===== config.mk =====
export PLATFORM = sky130hd
export DESIGN_NAME = arm_mc_controller_flat
export DESIGN_NICKNAME = d
export VERILOG_FILES = /design/src/rtl/arm_pkg.sv /design/src/rtl/arm_mc_controller_if.sv /design/src/rtl/arm_cond_unit.sv /design/src/rtl/arm_mc_controller.sv /design/src/flat_wrapper.sv
export SDC_FILE = /design/constraint.sdc
export NUM_CORES = 1
export LEC_CHECK = 0
export BUFFER_PORTS_ARGS = -buffer_cell sky130_fd_sc_hd__buf_2
export CAP_MARGIN = 15
export CORE_MARGIN = 5
export CORE_UTILIZATION = 40
export DETAILED_ROUTE_END_ITERATION = 8
export PLACE_DENSITY = 0.73
export SYNTH_ARGS = -nofsm -noshare
export SYNTH_HDL_FRONTEND = slang
export SYNTH_HIERARCHICAL = 1
export SYNTH_SLANG_ARGS = --single-unit

===== constraint.sdc =====
create_clock -name clk -period 4.3 [get_ports clk]
set_clock_uncertainty 0.1 [all_clocks]
set_input_delay 0.86 -clock clk [delete_from_list [all_inputs] [get_ports clk]]
set_output_delay 0.86 -clock clk [all_outputs]
set_load 0.05 [all_outputs]

===== src/rtl/arm_pkg.sv =====
// Shared types and constants for the ARM multicycle controller.
// States, ALU codes, opcode classes and condition codes.
package arm_pkg;

    typedef enum logic [3:0] {
        FETCH  = 4'd0,
        DECODE = 4'd1,
        MEMADR = 4'd2,
        MEMRD  = 4'd3,
        MEMWB  = 4'd4,
        MEMWR  = 4'd5,
        EXECR  = 4'd6,
        EXECI  = 4'd7,
        ALUWB  = 4'd8,
        BRANCH = 4'd9
    } state_e;

    localparam logic [1:0] ALU_ADD = 2'b00;
    localparam logic [1:0] ALU_SUB = 2'b01;
    localparam logic [1:0] ALU_AND = 2'b10;
    localparam logic [1:0] ALU_ORR = 2'b11;

    localparam logic [1:0] OP_DP  = 2'b00;
    localparam logic [1:0] OP_MEM = 2'b01;
    localparam logic [1:0] OP_BR  = 2'b10;
    localparam logic [1:0] OP_NOP = 2'b11;

    localparam logic [3:0] COND_EQ = 4'h0;
    localparam logic [3:0] COND_NE = 4'h1;
    localparam logic [3:0] COND_CS = 4'h2;
    localparam logic [3:0] COND_CC = 4'h3;
    localparam logic [3:0] COND_MI = 4'h4;
    localparam logic [3:0] COND_PL = 4'h5;
    localparam logic [3:0] COND_VS = 4'h6;
    localparam logic [3:0] COND_VC = 4'h7;
    localparam logic [3:0] COND_HI = 4'h8;
    localparam logic [3:0] COND_LS = 4'h9;
    localparam logic [3:0] COND_GE = 4'hA;
    localparam logic [3:0] COND_LT = 4'hB;
    localparam logic [3:0] COND_GT = 4'hC;
    localparam logic [3:0] COND_LE = 4'hD;
    localparam logic [3:0] COND_AL = 4'hE;
    localparam logic [3:0] COND_NV = 4'hF;

    // Data-processing cmd field to ALU operation; unknown cmds add.
    function automatic logic [1:0] alu_decode(logic [3:0] cmd);
        logic [1:0] r;
        r = ALU_ADD;
        case (cmd)
            4'b0100: r = ALU_ADD;
            4'b0010: r = ALU_SUB;
            4'b0000: r = ALU_AND;
            4'b1100: r = ALU_ORR;
            default: r = ALU_ADD;
        endcase
        return r;
    endfunction

endpackage


===== src/rtl/arm_mc_controller_if.sv =====
// Controller <-> datapath/memory bundle.
// master = controller side, slave = datapath side.
interface arm_mc_controller_if;
    import arm_pkg::*;

    logic [19:0] Instr;
    logic [3:0]  ALUFlags;
    logic        mem_ready;
    logic        PCWrite;
    logic        IRWrite;
    logic        RegWrite;
    logic        MemWrite;
    logic        AdrSrc;
    logic        ALUSrcA;
    logic [1:0]  ALUSrcB;
    logic [1:0]  ResultSrc;
    logic [1:0]  ImmSrc;
    logic [1:0]  RegSrc;
    logic [1:0]  ALUControl;
    logic [3:0]  state_o;

    modport master (
        input  Instr, ALUFlags, mem_ready,
        output PCWrite, IRWrite, RegWrite, MemWrite,
        output AdrSrc, ALUSrcA, ALUSrcB, ResultSrc,
        output ImmSrc, RegSrc, ALUControl, state_o
    );

    modport slave (
        output Instr, ALUFlags, mem_ready,
        input  PCWrite, IRWrite, RegWrite, MemWrite,
        input  AdrSrc, ALUSrcA, ALUSrcB, ResultSrc,
        input  ImmSrc, RegSrc, ALUControl, state_o
    );

endinterface


===== src/rtl/arm_cond_unit.sv =====
// Condition evaluation against the stored NZCV flags,
// plus the flag register itself.
module arm_cond_unit
    import arm_pkg::*;
#(
    parameter int NUM_COND = 16
) (
    input  logic       clk,
    input  logic       reset,
    input  logic [3:0] cond,
    input  logic [3:0] alu_flags,
    input  logic       upd_nz,
    input  logic       upd_cv,
    output logic       condex,
    output logic [3:0] flags
);

    localparam logic [4:0] NC = 5'(NUM_COND);

    logic n, z, c, v;
    logic ok;

    assign {n, z, c, v} = flags;

    // Decode the condition; codes beyond NUM_COND never pass.
    always_comb begin
        ok = 1'b0;
        case (cond)
            COND_EQ: ok = z;
            COND_NE: ok = !z;
            COND_CS: ok = c;
            COND_CC: ok = !c;
            COND_MI: ok = n;
            COND_PL: ok = !n;
            COND_VS: ok = v;
            COND_VC: ok = !v;
            COND_HI: ok = c && !z;
            COND_LS: ok = !c || z;
            COND_GE: ok = (n == v);
            COND_LT: ok = (n != v);
            COND_GT: ok = !z && (n == v);
            COND_LE: ok = z || (n != v);
            COND_AL: ok = 1'b1;
            COND_NV: ok = 1'b0;
        endcase
        condex = ok && ({1'b0, cond} < NC);
    end

    // NZ and CV halves update independently.
    always_ff @(posedge clk or negedge reset) begin
        if (!reset) begin
            flags <= 4'b0000;
        end else begin
            if (upd_nz) flags[3:2] <= alu_flags[3:2];
            if (upd_cv) flags[1:0] <= alu_flags[1:0];
        end
    end

endmodule


===== src/rtl/arm_mc_controller.sv =====
// Multicycle ARM control FSM with instruction decoders.
// Outputs are forced to zero while reset is held low.
module arm_mc_controller
    import arm_pkg::*;
#(
    parameter int MEM_HANDSHAKE = 1,
    parameter int NUM_COND      = 16
) (
    input  logic clk,
    input  logic reset,
    arm_mc_controller_if.master bus
);

    localparam bit HS = (MEM_HANDSHAKE != 0);

    state_e     state;
    state_e     state_nx;
    logic [3:0] cond;
    logic [1:0] op;
    logic [5:0] funct;
    logic [3:0] rd;
    logic       condex;
    logic       rdy;
    logic       pc_dest;
    logic       exec;
    logic       upd_nz;
    logic       upd_cv;
    logic [1:0] alu_dp;
    logic [3:0] flags;
    logic       unused_rn;

    logic       pcw, irw, regw, memw;
    logic       adrsrc, srca;
    logic [1:0] srcb, ressrc, aluctl;

    assign cond      = bus.Instr[19:16];
    assign op        = bus.Instr[15:14];
    assign funct     = bus.Instr[13:8];
    assign rd        = bus.Instr[3:0];
    assign unused_rn = ^{bus.Instr[7:4], flags};

    assign rdy     = HS ? bus.mem_ready : 1'b1;
    assign pc_dest = (rd == 4'hF);
    assign alu_dp  = alu_decode(funct[4:1]);
    assign exec    = (state == EXECR) || (state == EXECI);
    assign upd_nz  = exec && funct[0] && condex;
    assign upd_cv  = upd_nz &&
                     ((alu_dp == ALU_ADD) || (alu_dp == ALU_SUB));

    arm_cond_unit #(
        .NUM_COND (NUM_COND)
    ) u_cond (
        .clk       (clk),
        .reset     (reset),
        .cond      (cond),
        .alu_flags (bus.ALUFlags),
        .upd_nz    (upd_nz),
        .upd_cv    (upd_cv),
        .condex    (condex),
        .flags     (flags)
    );

    // State register; reset abandons any access in flight.
    always_ff @(posedge clk or negedge reset) begin
        if (!reset) state <= FETCH;
        else        state <= state_nx;
    end

    // Next state and per-state strobes/selects.
    always_comb begin
        state_nx = state;
        pcw      = 1'b0;
        irw      = 1'b0;
        regw     = 1'b0;
        memw     = 1'b0;
        adrsrc   = 1'b0;
        srca     = 1'b0;
        srcb     = 2'b00;
        ressrc   = 2'b00;
        aluctl   = ALU_ADD;
        unique case (state)
            FETCH: begin
                srca   = 1'b1;
                srcb   = 2'b10;
                ressrc = 2'b10;
                if (rdy) begin
                    irw      = 1'b1;
                    pcw      = 1'b1;
                    state_nx = DECODE;
                end
            end
            DECODE: begin
                srca   = 1'b1;
                srcb   = 2'b10;
                ressrc = 2'b10;
                unique case (op)
                    OP_MEM: state_nx = MEMADR;
                    OP_DP:  state_nx = funct[5] ? EXECI : EXECR;
                    OP_BR:  state_nx = BRANCH;
                    OP_NOP: state_nx = FETCH;
                endcase
            end
            MEMADR: begin
                srcb     = 2'b01;
                state_nx = funct[0] ? MEMRD : MEMWR;
            end
            MEMRD: begin
                adrsrc = 1'b1;
                if (rdy) state_nx = MEMWB;
            end
            MEMWB: begin
                ressrc   = 2'b01;
                regw     = condex;
                pcw      = condex && pc_dest;
                state_nx = FETCH;
            end
            MEMWR: begin
                adrsrc = 1'b1;
                memw   = condex;
                if (rdy) state_nx = FETCH;
            end
            EXECR: begin
                srcb     = 2'b00;
                aluctl   = alu_dp;
                state_nx = ALUWB;
            end
            EXECI: begin
                srcb     = 2'b01;
                aluctl   = alu_dp;
                state_nx = ALUWB;
            end
            ALUWB: begin
                ressrc   = 2'b00;
                regw     = condex;
                pcw      = condex && pc_dest;
                state_nx = FETCH;
            end
            BRANCH: begin
                srcb     = 2'b01;
                ressrc   = 2'b10;
                pcw      = condex;
                state_nx = FETCH;
            end
            default: state_nx = FETCH;
        endcase
    end

    assign bus.PCWrite    = reset && pcw;
    assign bus.IRWrite    = reset && irw;
    assign bus.RegWrite   = reset && regw;
    assign bus.MemWrite   = reset && memw;
    assign bus.AdrSrc     = reset && adrsrc;
    assign bus.ALUSrcA    = reset && srca;
    assign bus.ALUSrcB    = reset ? srcb   : 2'b00;
    assign bus.ResultSrc  = reset ? ressrc : 2'b00;
    assign bus.ALUControl = reset ? aluctl : 2'b00;
    assign bus.ImmSrc     = reset ? op     : 2'b00;
    assign bus.RegSrc     = reset ?
                            {op == OP_MEM, op == OP_BR} : 2'b00;
    assign bus.state_o    = state;

endmodule


===== src/flat_wrapper.sv =====
// flat-port wrapper written by rule: the top's interface ports become plain ports
module arm_mc_controller_flat import arm_pkg::*;
#(
    parameter int MEM_HANDSHAKE = 1,
    parameter int NUM_COND      = 16
)
  (clk, reset, bus_Instr, bus_ALUFlags, bus_mem_ready, bus_PCWrite, bus_IRWrite, bus_RegWrite, bus_MemWrite, bus_AdrSrc, bus_ALUSrcA, bus_ALUSrcB, bus_ResultSrc, bus_ImmSrc, bus_RegSrc, bus_ALUControl, bus_state_o);
  arm_mc_controller_if bus_i ();
  input  logic clk;
  input  logic reset;
  input wire logic [$bits(bus_i.Instr)-1:0] bus_Instr;
  input wire logic [$bits(bus_i.ALUFlags)-1:0] bus_ALUFlags;
  input wire logic [$bits(bus_i.mem_ready)-1:0] bus_mem_ready;
  output wire logic [$bits(bus_i.PCWrite)-1:0] bus_PCWrite;
  output wire logic [$bits(bus_i.IRWrite)-1:0] bus_IRWrite;
  output wire logic [$bits(bus_i.RegWrite)-1:0] bus_RegWrite;
  output wire logic [$bits(bus_i.MemWrite)-1:0] bus_MemWrite;
  output wire logic [$bits(bus_i.AdrSrc)-1:0] bus_AdrSrc;
  output wire logic [$bits(bus_i.ALUSrcA)-1:0] bus_ALUSrcA;
  output wire logic [$bits(bus_i.ALUSrcB)-1:0] bus_ALUSrcB;
  output wire logic [$bits(bus_i.ResultSrc)-1:0] bus_ResultSrc;
  output wire logic [$bits(bus_i.ImmSrc)-1:0] bus_ImmSrc;
  output wire logic [$bits(bus_i.RegSrc)-1:0] bus_RegSrc;
  output wire logic [$bits(bus_i.ALUControl)-1:0] bus_ALUControl;
  output wire logic [$bits(bus_i.state_o)-1:0] bus_state_o;
  assign bus_i.Instr = bus_Instr;
  assign bus_i.ALUFlags = bus_ALUFlags;
  assign bus_i.mem_ready = bus_mem_ready;
  assign bus_PCWrite = bus_i.PCWrite;
  assign bus_IRWrite = bus_i.IRWrite;
  assign bus_RegWrite = bus_i.RegWrite;
  assign bus_MemWrite = bus_i.MemWrite;
  assign bus_AdrSrc = bus_i.AdrSrc;
  assign bus_ALUSrcA = bus_i.ALUSrcA;
  assign bus_ALUSrcB = bus_i.ALUSrcB;
  assign bus_ResultSrc = bus_i.ResultSrc;
  assign bus_ImmSrc = bus_i.ImmSrc;
  assign bus_RegSrc = bus_i.RegSrc;
  assign bus_ALUControl = bus_i.ALUControl;
  assign bus_state_o = bus_i.state_o;
  arm_mc_controller #(.MEM_HANDSHAKE(MEM_HANDSHAKE), .NUM_COND(NUM_COND)) u_core (.clk(clk), .reset(reset), .bus(bus_i));
endmodule

==> impl_metrics.ini <==
[drt]
drcViolationCount = 0
drtAntennaViolNets = 0
dr.pass1.iters = 4
post_drt_via_cell_ratio = 5.248
drt_wl_total_mm = 2.105
vias = 866
drt_iter0_drc = 11
wire_per_inst_um = 12.76

[timing]
max_freq_mhz = 260.4
period_share = 0.8930
slew_viol_final = 0
setup_viol = 0
fin_tns_setup_ns = 0
hold_viol = 0
worst_pin_slew_ns = 0.5066
min_period_ns = 3.840
slew-limit-headroom = 0.6622
grt_setup_unrepaired = no

[die]
ios = 47
die_x_um = 56.09
die_area_mm2 = 0.003146
die_y_um = 56.09
rows = 16
core_area_mm2 = 0.002002
start_util = 0.4244

[global_route]
antenna_found_initial = 0
grt_util_all_layers = 0.1400
grt_max_degree = 17
overflow = 0
grt_pass1_wl_mm = 3.677
grt_pass1_vias = 866

[cts]
clk_latency_ns = 0.24
holdBufCountCts = 0
numCtsBuffers = 3
postCtsSetupBuffers = 0
cts.htree.levels = 1
clockBufferDepth = 2
clkSinkCount = 8
cts-root-buf = clkbuf_4
cts_tree = done
clk_pin_slew_ns = 0.05
cts.repair.resized = 0

[logic_synthesis]
async_reset_ff_frac = 1.000
syn-num-nets = 127
yosys_warnings = 6
ys_seq_elements = 8
synth_edf_count = 0
ys_types = 46
syn_area_um2 = 849.6
synth_flop_cell = dfrtp_1
seq_area_frac_synth = 0.2356
syn_inst = 100
avgSynthCellArea_um2 = 8.496

[worst_setup_path]
crit_path_top_delay_cell = a2111oi_1
path_buf_inv = 2
crit_type = input port to primary output
path_delay_family = compound AO/OA/AOI/OAI gates
timing.critical_path.mode_cell = buf_2
slowest_delay_ns = 0.43
crit_arrival_ns = 2.88
end_kind = primary output
path_cells = buf_2 -> nor2_1 -> a211oi_1 -> a2111oi_1 -> a311oi_1 -> o22ai_1 -> nand2_2 -> a2111oi_4 -> a211o_1 -> buf_2
crit_required_ns = 3.34
cp_max_fo = 8
start_kind = input port

[finish]
layout-drive-gt1-share = 0.3841
area_growth_pct = 25.77
nets = 167
antenna_cells = 0

[flow_run]
maxCapViolations = 0

[run_status]
status = complete, no violations

[power_and_ir_drop]
leakagePower_nw = 0.5199
power.density_mw_per_mm2 = 639.8
peakVddDrop_mv = 0.3003
power.total_uw = 683.7

[placed_design]
port_buffers = 42
globalplace.congestion = 0.8118
hpwl_mm = 1.664

[worst_hold_path]
min_path_type = input port to asynchronous set/reset pin
sequential cells by signal (all words and copies together), names as in the netlist:
| name | flops |
|---|---|
| u_core/bus.state_o | 4 |
| u_core/u_cond/flags | 4 |
layout by cell type (no fill, tap or decap), drive strengths merged, types with 3 or more instances in the layout:
master and instances:
buf 42, a2111oi 3, nor2b 7, xor2 3, dfrtp 8, nand2b 4, and2 3, mux2 4
o21ai 3, nor3 6, a21oi 7, nor2 12, clkbuf 3
cells in the mapped netlist, types with 2 or more instances:
master / count / area (um^2)
nand2b_1: 3 / 18.77
mux2i_1: 2 / 20.02
nor3_1: 6 / 30.03
xor2_1: 3 / 26.28
and3_1: 2 / 12.51
nor3b_1: 2 / 15.01
mux2_1: 4 / 45.04
xnor2_1: 2 / 17.52
nor2b_1: 7 / 43.79
a21oi_1: 6 / 30.03
nor4_1: 2 / 12.51
nor2_1: 11 / 41.29
nor4b_1: 2 / 17.52
o21ai_0: 3 / 15.01
buf_4: 3 / 22.52
and2_1: 3 / 18.77
buf_2: 2 / 10.01
dfrtp_1: 8 / 200.2
or2b_1: 2 / 15.01
area by class of cell:
cell class              instances  area (um^2)
fillers                       200        933.4
multi-input cells              84        598.1
repair buffers                 42        210.2
flip-flops and latches          8        200.2
well taps                      27        33.78
clock buffers                   3        22.52
inverters                       1        3.754
power breakdown:
part           internal, mW  switching, mW
Clock                0.0318         0.0228
Combinational         0.150          0.282
Sequential            0.108         0.0901
stage by stage:
| step | instances | hold slack, ns | setup WS, ns | util | area [um^2] |
|---|---|---|---|---|---|
| after floorplan | 100 | 0.4004 | 0.1572 | - | 849.6 |
| after global placement | 162 | 0.4173 | 0.5585 | 0.5225 | 1046 |
| after detailed placement | 162 | 0.4297 | 0.5228 | 0.5225 | 1046 |
| after CTS | 165 | 0.3922 | 0.5065 | 0.5338 | 1069 |
| after global routing | 165 | 0.3975 | 0.3458 | 0.5338 | 1069 |
| final | 165 | 0.3931 | 0.4602 | 0.5338 | 1069 |
metal layers:
metal | wire length [um] | vias up | global-route usage
li1 | - | 445 | -
met1 | 958 | 389 | 0.1641
met2 | 967 | 32 | 0.2404
met3 | 180 | 0 | 0.05336
met4 | 0 | 0 | 0.03051
met5 | 0 | - | 0
logic make-up after synthesis:
group | Yosys count | share of synthesized area
AOI/OAI and AO/OA | 23 | 0.2195
xor gates and xnor gates | 5 | 0.05156
buffers and inverters | 8 | 0.06037
DFF | 8 | 0.2356
muxes | 6 | 0.07658
and+or+nand+nor | 50 | 0.3564
worst paths after layout:
check	endpoint	depth (start not counted)	from	slack, ns
setup / recovery	bus_PCWrite	10	bus_Instr[16]	0.46
hold / removal	u_core/bus.state_o[0]$_DFFE_PN0P_	1	reset	0.39
setup reg to reg	u_core/u_cond/flags[0]$_DFFE_PN0P_	9	u_core/u_cond/flags[3]$_DFFE_PN0P_	1.63
hold reg to reg	u_core/u_cond/flags[3]$_DFFE_PN0P_	1	u_core/u_cond/flags[3]$_DFFE_PN0P_	0.44
max in group asynchronous	u_core/u_cond/flags[1]$_DFFE_PN0P_	1	reset	3.48
min in group clk	u_core/u_cond/flags[3]$_DFFE_PN0P_	1	u_core/u_cond/flags[3]$_DFFE_PN0P_	0.44
(Power assumes the default switching activity.)
